### config.mk
export PLATFORM = sky130hd
export DESIGN_NAME = iq_unpacker
export DESIGN_NICKNAME = d
export VERILOG_FILES = /design/src/rtl/iq_pkg.sv /design/src/rtl/iq_fifo.sv /design/src/rtl/iq_unpacker.sv
export SDC_FILE = /design/constraint.sdc
export NUM_CORES = 1
export LEC_CHECK = 0
export BUFFER_PORTS_ARGS = -buffer_cell sky130_fd_sc_hd__buf_2
export CORE_ASPECT_RATIO = 2
export CORE_UTILIZATION = 35
export CTS_CLUSTER_SIZE = 25
export DETAILED_ROUTE_END_ITERATION = 7
export PLACE_DENSITY = 0.57
export SETUP_SLACK_MARGIN = 0.15
export SKIP_LAST_GASP = 1
export SYNTH_ARGS = -nofsm -noshare
export SYNTH_HDL_FRONTEND = slang
export SYNTH_SLANG_ARGS = --single-unit
### constraint.sdc
create_clock -name clock -period 3.8 [get_ports clock]
set_clock_uncertainty 0.05 [all_clocks]
set_input_delay 0.19 -clock clock [delete_from_list [all_inputs] [get_ports clock]]
set_output_delay 0.19 -clock clock [all_outputs]
set_load 0.05 [all_outputs]
### src/rtl/iq_pkg.sv
// Shared types and default parameters for the IQ unpacker.
// FSM encoding lives here so the bench and RTL agree on it.
package iq_pkg;

   typedef enum logic {
      ST_EMPTY = 1'b0,
      ST_HOLD  = 1'b1
   } iq_state_t;

   localparam int DEF_DATA_WIDTH   = 32;
   localparam int DEF_SAMPLE_WIDTH = 16;
   localparam int DEF_OUT_WIDTH    = 32;
   localparam int DEF_QUANT_BITS   = 10;
   localparam int DEF_FIFO_DEPTH   = 16;
   localparam int DEF_BYTE_SWAP    = 0;

endpackage

### src/rtl/iq_fifo.sv
// Word FIFO with registered pointers and show-ahead read data.
// Pointers carry one extra wrap bit to tell full from empty.
module iq_fifo #(
   parameter int WIDTH = 32,
   parameter int DEPTH = 16
) (
   input  logic             clock,
   input  logic             reset,
   input  logic             wr_en,
   input  logic [WIDTH-1:0] wr_data,
   input  logic             rd_en,
   output logic [WIDTH-1:0] rd_data,
   output logic             full,
   output logic             empty
);

   localparam int AW = $clog2(DEPTH);

   logic [WIDTH-1:0] mem [DEPTH];
   logic [AW:0]      wr_ptr;
   logic [AW:0]      rd_ptr;
   logic             wr_ok;
   logic             rd_ok;

   assign wr_ok = wr_en & ~full;
   assign rd_ok = rd_en & ~empty;

   assign empty = (wr_ptr == rd_ptr);
   assign full  = (wr_ptr[AW] != rd_ptr[AW]) &&
                  (wr_ptr[AW-1:0] == rd_ptr[AW-1:0]);

   assign rd_data = mem[rd_ptr[AW-1:0]];

   always_ff @(posedge clock or negedge reset) begin
      if (!reset) begin
         wr_ptr <= '0;
         rd_ptr <= '0;
      end else begin
         if (wr_ok) wr_ptr <= wr_ptr + 1'b1;
         if (rd_ok) rd_ptr <= rd_ptr + 1'b1;
      end
   end

   always_ff @(posedge clock) begin
      if (wr_ok) mem[wr_ptr[AW-1:0]] <= wr_data;
   end

endmodule

### src/rtl/iq_unpacker.sv
// Unpacks buffered I/Q words into quantised sample pairs,
// one pair per handshake, pair 0 (low bits) first.
module iq_unpacker
   import iq_pkg::*;
#(
   parameter int DATA_WIDTH   = DEF_DATA_WIDTH,
   parameter int SAMPLE_WIDTH = DEF_SAMPLE_WIDTH,
   parameter int OUT_WIDTH    = DEF_OUT_WIDTH,
   parameter int QUANT_BITS   = DEF_QUANT_BITS,
   parameter int FIFO_DEPTH   = DEF_FIFO_DEPTH,
   parameter int BYTE_SWAP    = DEF_BYTE_SWAP
) (
   input  logic                  clock,
   input  logic                  reset,
   input  logic [DATA_WIDTH-1:0] data_in,
   input  logic                  wr_en,
   output logic                  full,
   output logic [OUT_WIDTH-1:0]  i_out,
   output logic [OUT_WIDTH-1:0]  q_out,
   output logic                  out_valid,
   input  logic                  out_ready,
   output logic                  overflow,
   output logic [31:0]           pair_count
);

   localparam int PW    = 2 * SAMPLE_WIDTH;
   localparam int PAIRS = DATA_WIDTH / PW;
   localparam int KW    = (PAIRS > 1) ? $clog2(PAIRS) : 1;
   localparam int NB    = SAMPLE_WIDTH / 8;
   localparam logic [KW-1:0] K_LAST = KW'(PAIRS - 1);

   iq_state_t             state;
   iq_state_t             state_nxt;
   logic [KW-1:0]         k;
   logic [KW-1:0]         k_nxt;
   logic [DATA_WIDTH-1:0] hold;
   logic [DATA_WIDTH-1:0] fifo_data;
   logic                  fifo_empty;
   logic                  pop;
   logic                  hs;
   logic [PW-1:0]         pair;

   iq_fifo #(
      .WIDTH (DATA_WIDTH),
      .DEPTH (FIFO_DEPTH)
   ) u_fifo (
      .clock   (clock),
      .reset   (reset),
      .wr_en   (wr_en),
      .wr_data (data_in),
      .rd_en   (pop),
      .rd_data (fifo_data),
      .full    (full),
      .empty   (fifo_empty)
   );

   assign out_valid = (state == ST_HOLD);
   assign hs        = out_valid & out_ready;

   always_comb begin
      state_nxt = state;
      k_nxt     = k;
      pop       = 1'b0;
      unique case (state)
         ST_EMPTY: begin
            if (!fifo_empty) begin
               pop       = 1'b1;
               k_nxt     = '0;
               state_nxt = ST_HOLD;
            end
         end
         ST_HOLD: begin
            if (out_ready) begin
               if (k != K_LAST) begin
                  k_nxt = k + 1'b1;
               end else begin
                  k_nxt = '0;
                  if (!fifo_empty) pop = 1'b1;
                  else state_nxt = ST_EMPTY;
               end
            end
         end
         default: state_nxt = ST_EMPTY;
      endcase
   end

   always_ff @(posedge clock or negedge reset) begin
      if (!reset) begin
         state      <= ST_EMPTY;
         k          <= '0;
         hold       <= '0;
         overflow   <= 1'b0;
         pair_count <= '0;
      end else begin
         state <= state_nxt;
         k     <= k_nxt;
         if (pop)          hold       <= fifo_data;
         if (wr_en & full) overflow   <= 1'b1;
         if (hs)           pair_count <= pair_count + 1'b1;
      end
   end

   // Byte reordering is confined to a single sample.
   function automatic logic [SAMPLE_WIDTH-1:0] order(
      input logic [SAMPLE_WIDTH-1:0] s
   );
      logic [SAMPLE_WIDTH-1:0] r;
      r = s;
      if (BYTE_SWAP != 0) begin
         for (int b = 0; b < NB; b++) begin
            r[b*8 +: 8] = s[(NB-1-b)*8 +: 8];
         end
      end
      return r;
   endfunction

   function automatic logic [OUT_WIDTH-1:0] quant(
      input logic [SAMPLE_WIDTH-1:0] s
   );
      logic signed [OUT_WIDTH-1:0] e;
      e = OUT_WIDTH'($signed(s));
      return e << QUANT_BITS;
   endfunction

   always_comb begin
      pair  = hold[32'(k) * PW +: PW];
      i_out = quant(order(pair[SAMPLE_WIDTH-1:0]));
      q_out = quant(order(pair[PW-1:SAMPLE_WIDTH]));
   end

endmodule

==> impl_metrics.ini <==
[global_route]
grt_max_degree = 132
antenna_found_initial = 2
gr-usage-met3 = 0.0232
use_met1 = 0.181
grt_use_total = 0.159
first_global_vias = 11400
grt.met2_usage = 0.297
grt_busiest_layer = met2
grt_overflow = 0
grt_pass1_wl_um = 76100

[sta]
setup_viol = 0
slew_viol_final = 0
setup_tns_ns = 0
fin_crit_ns = 3.17
whs_ns = 0.164
rsz0062_at_grt = false
timing.fmax_mhz = 316
final_hold_viol_count = 0
worst_pin_slew_ns = 1.12
slew_headroom = 0.250
fin_crit_sh = 0.834
setup_ws_ns = 0.632

[synthesis]
synth.top_cell.area_share = 0.676
synthSimpleGateAreaFrac = 0.0265
synthAdderAreaFrac = 0.00330
syn_area_sq_um = 22700
ys_warn_count = 0
ys_seq_area_frac = 0.760
synth_mux_area_frac = 0.144
synth_top_family_by_area = multiplexers
ys_types = 35
async_flop_share = 0.129
synth-edff-count = 512
avgSynthCellArea_sq_um = 21.0
synth.ff_latch_count = 588
synth_xor_area_frac = 0.0173
yosys.area.top_type = edfxtp_1
postSynthCellCount = 1083
synth_ff_type = edfxtp_1
synthTopCellsByArea = edfxtp_1 (68%), mux4_2 (13%), dfrtp_1 (8.4%)
synth-compound-area-share = 0.0243

[job]
cap_violations = 0

[power]
internal_power_uw = 13400
power_frac_clock = 0.273
p_sw_frac = 0.327
switchingPower_uw = 6530
ir_worst_vdd_mv = 0.472
p_per_area_nw_per_um2 = 753
p_seq_frac = 0.414
p_leak_uw = 0.00897
power.share.combinational = 0.313

[route]
drc = 0
vias = 10800
drtAntennaViolNets = 0
vias_per_cell = 5.02
first_iter_violations = 727
routed_wl_um = 51400
firstDrtPassIters = 5
wl_per_cell_um = 23.8

[hold_path]
worst_hold_path_type = input port to async pin

[place]
dp_slack_ns = 0.662
io_buffers = 114
gp_congestion = 0.742
hpwl_um = 29300

[floorplan]
die-height_um = 363
die_w_um = 182
die-area_sq_um = 66100
initial_core_util = 0.355
coreArea_sq_um = 64100
fp-row-count = 131
ioPinCount = 135

[cts]
clock-sinks = 588
cts_tree = yes
ctsResizeCount = 0
post_cts.repair.setup_buffers = 0
clock_tree.buffer_depth = 3
cts_root_buffer = clkbuf_16
clkSlewWorstSetupHoldPaths_ns = 0.07
h-tree-depth = 2
cts_buffers = 50
clk_latency_ns = 0.60
holdBufCountCts = 35

[final_layout]
nNetsFinal = 1290
area_growth_pct = 16.5
layout-drive-gt1-share = 0.317
n_fill_cell = 5638

[worst_setup_path]
path_max_fanout = 19
cp-end-kind = register
critical_path_required_ns = 4.05
crit_type = register to register
start_kind = register
arrival_ns = 3.42

[outcome]
status = completed
cell families (layout without fill, tap and decap cells):
group,after synthesis,count (layout)
buffers and inverters,91,278
muxes,163,163
adders and majority gates,6,6
and+or+nand+nor,116,116
other,1,21
DFF,588,588
xor gates and xnor gates,45,45
AOI/OAI and AO/OA,73,73
final timing paths:
check	from	end	slack, ns	cells past startpoint
max	u_fifo.rd_ptr[2]$_DFFE_PN0P_	u_fifo.mem[6][19]$_DFFE_PP_	0.63	5
min	reset	pair_count[2]$_DFFE_PN0P_	0.16	2
min reg2reg	pair_count[31]$_DFFE_PN0P_	pair_count[31]$_DFFE_PN0P_	0.42	1
min in group clock	wr_en	overflow$_DFFE_PN0P_	0.41	3
max reg2reg	u_fifo.rd_ptr[2]$_DFFE_PN0P_	u_fifo.mem[6][19]$_DFFE_PP_	0.63	5
max in group asynchronous	reset	hold[23]$_DFFE_PN0P_	2.58	3
cell usage after synthesis, drive strengths merged, types with 4 or more instances:
master    n
nand4    15
ha        6
mux2     35
buf      56
nor2b     6
clkbuf   30
nand3    17
xnor2    38
a22oi    64
edfxtp  512
xor2      7
and3     18
nor2      8
inv       5
mux4    128
nand2    38
and2      4
dfrtp    76
sequential cells by signal (all words and copies together) (netlist names):
name / cells
pair_count: 32
out_valid: 1
u_fifo.mem: 512
u_fifo.wr_ptr: 5
overflow: 1
u_fifo.rd_ptr: 5
hold: 32
cell type report:
cell class | count | area (sq um) | share of cell area
antenna | 1 | 2.50 | 0.0000945
clock buffer | 67 | 1400 | 0.0527
clock inverter | 26 | 347 | 0.0131
inverter | 5 | 18.8 | 0.000708
multi-input combinational | 423 | 5050 | 0.191
sequential | 588 | 17300 | 0.652
tap | 864 | 1080 | 0.0408
timing repair buffer | 180 | 1310 | 0.0493
per-layer routing:
metal,vias to the layer above,wire length [um]
met3,78,1910
li1,4708,-
met1,5750,19400
met4,2,1460
met2,269,28600
met5,-,10
stage by stage:
stage / util / power (uW) / area [sq um] / cells
after global placement: 0.381 / 14700 / 24400 / 2025
after floorplan: - / 13000 / 22800 / 1102
final: 0.413 / 19900 / 26500 / 2154
after CTS: 0.413 / 20200 / 26500 / 2153
after detailed placement: 0.381 / 14800 / 24400 / 2025
after global routing: 0.413 / 20800 / 26500 / 2154
cell usage in the layout, fill, tap and decap left out, drive strengths merged, types with 9 or more instances in the layout:
cell           n
edfxtp       512
and3          18
clkinv        13
dlygate4sd3   35
xnor2         38
nand3         17
inv            9
nand2         38
conb          20
a22oi         64
dfrtp         76
mux4         128
buf          145
mux2          35
clkbuf        67
nand4         15
worst max-delay path, stage by stage, from the launching register on:
cell and delay, ns:
dfrtp_1 0.50, xnor2_1 0.19, and4_1 0.28, a21oi_1 0.77, and3_2 0.77, buf_4 0.28
power by group through the flow:
stage                     combinational (uW)  sequential [uW]  clock [uW]
after floorplan                         4010             9020           0
after global placement                  6360             8360           0
after detailed placement                6360             8410           0
after CTS                               6400             8270        5560
after global routing                    6720             8340        5780
final                                   6240             8260        5440
No activity file was read; power rests on OpenSTA's default activity.
